$ cat src/rtl/vga_timing_gen.sv
// VGA 640x480@60 timing master: pixel-rate clock-enable divider, raster counters and pixel-aligned sync/colour outputs.
// Optional macro VGA_BORDER_TEST_EN forces a white one-pixel frame around the visible area for monitor alignment.
module vga_timing_gen #(
   parameter int CLK_DIV   = 4,
   parameter int H_VISIBLE = 640,
   parameter int H_FP      = 16,
   parameter int H_SYNC    = 96,
   parameter int H_BP      = 48,
   parameter int V_VISIBLE = 480,
   parameter int V_FP      = 10,
   parameter int V_SYNC    = 2,
   parameter int V_BP      = 33
) (
   input  logic        clk,
   input  logic        rst_n,
   input  logic [7:0]  pix_rgb_in,
   output logic [10:0] xCoord,
   output logic [10:0] yCoord,
   output logic        pix_en,
   output logic        visible,
   output logic        frame_start,
   output logic        hsync,
   output logic        vsync,
   output logic [7:0]  rgb
);

   localparam int DIV_W = $clog2(CLK_DIV);
   localparam logic [DIV_W-1:0] DIV_LAST = DIV_W'(CLK_DIV - 1);

   localparam logic [10:0] H_TOTAL_M1   = 11'(H_VISIBLE + H_FP + H_SYNC + H_BP - 1);
   localparam logic [10:0] V_TOTAL_M1   = 11'(V_VISIBLE + V_FP + V_SYNC + V_BP - 1);
   localparam logic [10:0] H_VIS        = 11'(H_VISIBLE);
   localparam logic [10:0] V_VIS        = 11'(V_VISIBLE);
   localparam logic [10:0] H_SYNC_START = 11'(H_VISIBLE + H_FP);
   localparam logic [10:0] H_SYNC_END   = 11'(H_VISIBLE + H_FP + H_SYNC);
   localparam logic [10:0] V_SYNC_START = 11'(V_VISIBLE + V_FP);
   localparam logic [10:0] V_SYNC_END   = 11'(V_VISIBLE + V_FP + V_SYNC);

   logic [DIV_W-1:0] r_div;
   logic [10:0]      r_x;
   logic [10:0]      r_y;
   logic [7:0]       r_rgb;
   logic             r_hsync;
   logic             r_vsync;

   logic w_pixEn;
   logic w_visible;
   logic w_lineEnd;
   logic w_frameEnd;
   logic w_border;
   logic w_hsyncAct;
   logic w_vsyncAct;

   assign w_pixEn    = (r_div == DIV_LAST);
   assign w_visible  = (r_x < H_VIS) && (r_y < V_VIS);
   assign w_lineEnd  = (r_x == H_TOTAL_M1);
   assign w_frameEnd = (r_y == V_TOTAL_M1);
   assign w_hsyncAct = (r_x >= H_SYNC_START) && (r_x < H_SYNC_END);
   assign w_vsyncAct = (r_y >= V_SYNC_START) && (r_y < V_SYNC_END);

`ifdef VGA_BORDER_TEST_EN
   assign w_border = (r_x == 11'd0) || (r_x == H_VIS - 11'd1) ||
                     (r_y == 11'd0) || (r_y == V_VIS - 11'd1);
`else
   assign w_border = 1'b0;
`endif

   // Clock-enable divider: one pix_en strobe on the last clk of every pixel period.
   always_ff @(posedge clk or negedge rst_n) begin
      if (!rst_n) begin
         r_div <= '0;
      end else if (w_pixEn) begin
         r_div <= '0;
      end else begin
         r_div <= r_div + DIV_W'(1);
      end
   end

   always_ff @(posedge clk or negedge rst_n) begin
      if (!rst_n) begin
         r_x <= '0;
         r_y <= '0;
      end else if (w_pixEn) begin
         if (w_lineEnd) begin
            r_x <= '0;
            r_y <= w_frameEnd ? 11'd0 : r_y + 11'd1;
         end else begin
            r_x <= r_x + 11'd1;
         end
      end
   end

   // Loaded from the pre-increment coordinates, so sync and colour trail xCoord/yCoord by one pixel.
   always_ff @(posedge clk or negedge rst_n) begin
      if (!rst_n) begin
         r_rgb   <= '0;
         r_hsync <= 1'b1;
         r_vsync <= 1'b1;
      end else if (w_pixEn) begin
         r_rgb   <= !w_visible ? 8'h00 : (w_border ? 8'hFF : pix_rgb_in);
         r_hsync <= ~w_hsyncAct;
         r_vsync <= ~w_vsyncAct;
      end
   end

   assign xCoord      = r_x;
   assign yCoord      = r_y;
   assign pix_en      = w_pixEn;
   assign visible     = w_visible;
   assign frame_start = w_pixEn && (r_x == 11'd0) && (r_y == 11'd0);
   assign hsync       = r_hsync;
   assign vsync       = r_vsync;
   assign rgb         = r_rgb;

endmodule
$ cat config.mk
export PLATFORM = sky130hd
export DESIGN_NAME = vga_timing_gen
export DESIGN_NICKNAME = d
export VERILOG_FILES = /design/src/rtl/vga_timing_gen.sv
export SDC_FILE = /design/constraint.sdc
export NUM_CORES = 1
export LEC_CHECK = 0
export ABC_CLOCK_PERIOD_IN_PS = 2360
export BUFFER_PORTS_ARGS = -buffer_cell sky130_fd_sc_hd__buf_2
export CAP_MARGIN = 20
export CORE_MARGIN = 4
export CORE_UTILIZATION = 38
export CTS_CLUSTER_DIAMETER = 60
export DETAILED_ROUTE_END_ITERATION = 10
export GPL_ROUTABILITY_DRIVEN = 0
export HOLD_SLACK_MARGIN = 0.08
export PLACE_DENSITY = 0.69
export SYNTH_ARGS = -nofsm -noshare
export SYNTH_HDL_FRONTEND = slang
export SYNTH_SLANG_ARGS = --single-unit
$ cat constraint.sdc
create_clock -name clk -period 2.36 [get_ports clk]
set_clock_uncertainty 0.2 [all_clocks]
set_input_delay 0 -clock clk [delete_from_list [all_inputs] [get_ports clk]]
set_output_delay 0 -clock clk [all_outputs]
set_load 0.05 [all_outputs]
After elaboration in Yosys (flattened, before gate mapping)
Cells that the tools add are included.
{"block": "totals", "reg_bits": 34, "inputBits": 10, "output_inout_bits": 35, "word_cells": 32}
{"block": "classes", "n_addsub": 3, "reduce_logical": 8, "n_bitwise": 2, "order_cmp": 6, "n_eq_ne": 3, "n_mux": 4}
{"cell": "$add A11 B1 Y11 const B", "n": 2}
{"cell": "$eq A11 B10 Y1 const B", "n": 2}
{"cell": "$logic_not A11 Y1", "n": 2}
{"cell": "$lt A11 B10 Y1 const B", "n": 2}
{"cell": "$lt A11 B9 Y1 const B", "n": 2}
{"cell": "$mux W11", "n": 2}
{"cell": "$ge A11 B10 Y1 const B", "n": 1}
{"cell": "$ge A11 B9 Y1 const B", "n": 1}
{"cell": "$mux W8", "n": 1}
{"cell": "$logic_and A1 B1 Y1", "n": 5}
{"cell": "$add A2 B1 Y2 const B", "n": 1}
{"cell": "$eq A2 B2 Y1 const B", "n": 1}
{"cell": "$mux W2", "n": 1}
{"cell": "$not A1 Y1", "n": 2}
{"cell": "$reduce_and A2 Y1", "n": 1}

Depth between registers and ports, before layout
{"block": "logic_depth", "depth_word": 3, "mapped_depth": 6, "mapped_depth_nobuf": 6}

Worst setup path after synthesis
No wires, ideal clock.
{"block": "synth_path", "path_type": "register to output", "from": "reg r_div[0]", "to": "out frame_start", "n_path_buf": 1, "slack_ns": -0.919, "arrival_ns": 3.079, "path_stages_with_launch": 6, "required_ns": 2.160, "path_cell_list": "dfrtp_1 -> ha_1 -> buf_2 -> nor4bb_1 -> nand2_1 -> nor4b_1"}
{"block": "synth_between", "elab_chain_cells": 3}
{"element": "from (decl)", "line_no": "39", "text": "logic [DIV_W-1:0] r_div;"}
{"element": "from (signal assigned)", "line_no": "75", "text": "r_div <= r_div + DIV_W'(1);"}
{"element": "$eq A2 B2 Y1", "line_no": "54", "text": "assign w_pixEn = (r_div == DIV_LAST);"}
{"element": "named net pix_en", "line_no": "19", "text": "output logic pix_en,"}
{"element": "$logic_and A1 B1 Y1 (2 in a row)", "line_no": "110", "text": "assign frame_start = w_pixEn && (r_x == 11'd0) && (r_y == 11'd0);"}
{"element": "to (decl)", "line_no": "21", "text": "output logic frame_start,"}
The timed path passes the listed nets, and every way through them passes these cells.

Final worst setup path
{"block": "layout_path", "from": "reg r_y[1], in the netlist yCoord[1]", "to": "out frame_start"}
{"block": "layout_between", "elab_chain_cells": 2}
{"element": "from (decl)", "line_no": "41", "text": "logic [10:0] r_y;"}
{"element": "from (signal assigned)", "line_no": "86", "text": "r_y <= w_frameEnd ? 11'd0 : r_y + 11'd1;"}
{"element": "$logic_not A11 Y1", "line_no": "110"}
{"element": "$logic_and A1 B1 Y1", "line_no": "110"}
No other way between the ends.

==> impl_metrics.toml <==
[run_status]
outcome = "finished, final reports clean"

[global_route]
use_met3_pct = 3.784
grt_pass1_vias = 1319
global_route.usage.total_pct = 14.88
antenna_found_initial = 0
total_congestion_overflow = 0
wire_length_of_the_first_global_routing_pass_mm = 6.244
gr-usage-met2_pct = 23.02
grt_most_used_layer = "met2"
maximum_number_of_pins_on_one_net_before_global_route_repair = 35
globalRouteMet1Util_pct = 20.09

[worst_setup_path]
worst_path_dominant_cell_family = "simple AND/OR/NAND/NOR gates"
worstPathMaxFanout = 7
critPathArrivalTime_ns = 1.98
worst-r2r-setup-slack_ns = 0.21
worstReg2RegStart = "xCoord[7]"
reg2regPathDepth = 4
worstSetupStartpointType = "flop"
worstReg2RegEnd = "yCoord[8]"
sequence_of_cells_on_the_critical_path = "inv_1 > ha_1 > nor4b_4 > nand2_1 > nor4b_4 > buf_2"
crit_path_top_delay_cell = "sky130_fd_sc_hd__dfrtp_1"
worst_setup_path_end_kind = "primary output"
timing.setup.critical_path_class = "reg -> out"
required_time_at_the_endpoint_of_the_critical_path_ns = 2.16
critical-path-max-stage-delay_ns = 0.45
cp.depth = 6
worst_path_most_repeated_cell = "sky130_fd_sc_hd__nor4b_4"
worst_path_bufs_invs = 2

[finish]
final_layout_size_suffix_gt1_share_pct = 27.19
area.sequential_um2 = 853.3
num-fill-cells = 389
multi_input_area_um2 = 777.0
insertedDiodeCount = 0
number_of_nets_in_the_layout = 243
utilization_pct = 51.81
finalNonFillerCells = 278
syn2layout_area_growth_pct = 27.68

[pwr]
ir_worst_vdd_mv = 0.3226
p_leak_nw = 1.041
powerDensity_nw_per_um2 = 492.6

[floorplanning]
io_pins = 45
die_w_um = 74.52
design.core.area_um2 = 4144
die_height_um = 74.52
initial_standard_cell_utilization_of_the_core_pct = 40.58
rows = 23
fp.dieArea_um2 = 5553

[cts]
clock_sink_total = 34
cts_root_buf = "sky130_fd_sc_hd__clkbuf_8"
cts.clk_slew.worst_paths_ns = 0.06
cts-htree-levels = 2
numCtsBuffers = 5
clk-insertion-delay-late_ns = 0.28
tritoncts = "built"
cts_max_path_buffers = 2

[timing]
fin_crit_ns = 2.184
timing_worst_slew_pin_value_ns = 0.7364
hold_violations = 0
maxSlewHeadroom_pct = 50.91
hold_slack_ns = 0.1174
grt_setup_unrepaired = "no"
setup_total_negative_slack_ns = 0
final-max-slew-violation-count = 0
setup_violations = 0
timing.final.crit_share_pct = 92.54
max_clock_freq_mhz = 457.9

[synthesis]
synthesis.area_um2 = 1682
synth.avg_cell_area_um2 = 9.720
synth_seq_area_share_pct = 50.74
synth_cells = 173
synth.lib_cells_used.distinct = 36
synth_seq_cells = 34
synth-warning-count = 0
synthesis.nets = 188

[detailed_routing]
avgViaCountPerCell = 5.144
drc = 0
routed_wire_length_per_instance_um = 13.74
initialDrtViolationCount = 109
drtAntennaViolNets = 0
total_via_count_after_detailed_routing = 1430
wirelength_mm = 3.821
drt-pass1-iter-count = 4

[placement]
port-buffer-count = 44
dp_hpwl_mm = 2.708
numPlacedInstances = 262

[worst_hold_path]
hold_path_class = "in -> async"

[flow_run]
cap_viol_max_count = 0
==> cells in the final DEF (no fill, tap or decap), drive strengths merged, types with 3 or more instances in the layout <==
cell type,synthesis,routed
nand4,7,7
buf,3,46
nor3,5,5
nor2,12,12
nor4,3,3
dlygate4sd3,0,9
nand3,15,15
dfrtp,32,32
o22ai,8,8
inv,14,14
ha,5,5
nand2,19,19
o21ai,8,8
clkbuf,4,7
xor2,4,4
xnor2,8,8
a31oi,5,5
==> power breakdown <==
part / internal, mW / switching, mW / total (mW)
combinational: 0.0235 / 0.0462 / 0.0697
sequential: 0.590 / 0.00313 / 0.593
clock: 0.203 / 0.192 / 0.395
==> repair_timing <==
item                                   4_1_cts  5_1_grt
endpoints found under the hold margin       42        0
gates resized for setup                      1        1
hold buffers                                 9        0
buffers inserted                             0        0
setup endpoints to repair                    1        1
==> cells in the mapped netlist, drive strengths merged <==
cell type  instances  area share [%]
dfrtp             32              48
nand2             19             4.2
nand3             15             4.5
inv               14             3.1
nor2              12             2.7
o21ai              8             2.4
o22ai              8             3.0
xnor2              8             4.2
nand4              7             2.6
a31oi              5             1.9
ha                 5             3.7
nor3               5             2.2
clkbuf             4            0.89
xor2               4             2.1
buf                3            0.97
nor4               3             1.5
and3               2            0.74
and4b              2             1.2
dfstp              2             3.1
nand2b             2            0.74
nor4b              2             1.0
o31ai              2            0.89
or3                2             1.0
a21oi              1            0.30
a41oi              1            0.52
mux2               1            0.67
nor4bb             1            0.60
o211ai             1            0.45
or4                1            0.67
or4b               1            0.60
==> metal layers <==
metal	routed length, um	vias up
met1	1746	667
met2	1823	35
met3	189	8
met5	0	-
li1	-	720
met4	62	0
==> worst reg2reg max path, stage by stage, from the launching register on <==
cell and delay [ns]:
sky130_fd_sc_hd__dfrtp_1 0.45, sky130_fd_sc_hd__or4_4 0.63, sky130_fd_sc_hd__nor4_2 0.43, sky130_fd_sc_hd__nand4_1 0.17
sky130_fd_sc_hd__xnor2_1 0.16
==> per-stage QoR <==
step | cell area (um2) | power, mW | setup slack [ns]
after floorplan | 1699 | 0.6356 | 0.08073
after global placement | 1966 | 0.6619 | 0.2409
after detailed placement | 1966 | 0.6628 | 0.2190
after CTS | 2138 | 1.073 | 0.1085
after global routing | 2147 | 1.101 | 0.04213
final | 2147 | 1.058 | 0.1761
==> area by class of cell <==
class                           instances  area share (%)
Tap cell                               50           2.914
Timing Repair Buffer                   55           15.15
Inverter                               14           2.448
Clock buffer                            7           3.555
Sequential cell                        34           39.74
Multi-Input combinational cell        118           36.19
==> how the worst max path moves through the flow <==
stage / start / to / slack (ns)
3_3_place_gp: yCoord[1] / frame_start / 0.24
5_1_grt: yCoord[1] / frame_start / 0.04
2_1_floorplan: yCoord[0] / frame_start / 0.08
3_5_place_dp: xCoord[7] / yCoord[8] / 0.22
6_report: yCoord[1] / frame_start / 0.18
4_1_cts: yCoord[1] / frame_start / 0.11
==> registers in the layout (all words and copies together) (netlist names) <==
signal,cells
xCoord,11
yCoord,11
r_div,2
hsync,1
rgb,8
vsync,1
==> cells by family after synthesis <==
group           count (synthesis)  share of synthesized area (%)
simple gates                   74                          24.26
flops                          34                          50.74
compound gates                 26                          9.375
buf+inv                        21                          4.985
xor+xnor                       12                          6.250
fa+ha+maj                       5                          3.720
mux                             1                         0.6696
(Power assumes the default switching activity.)
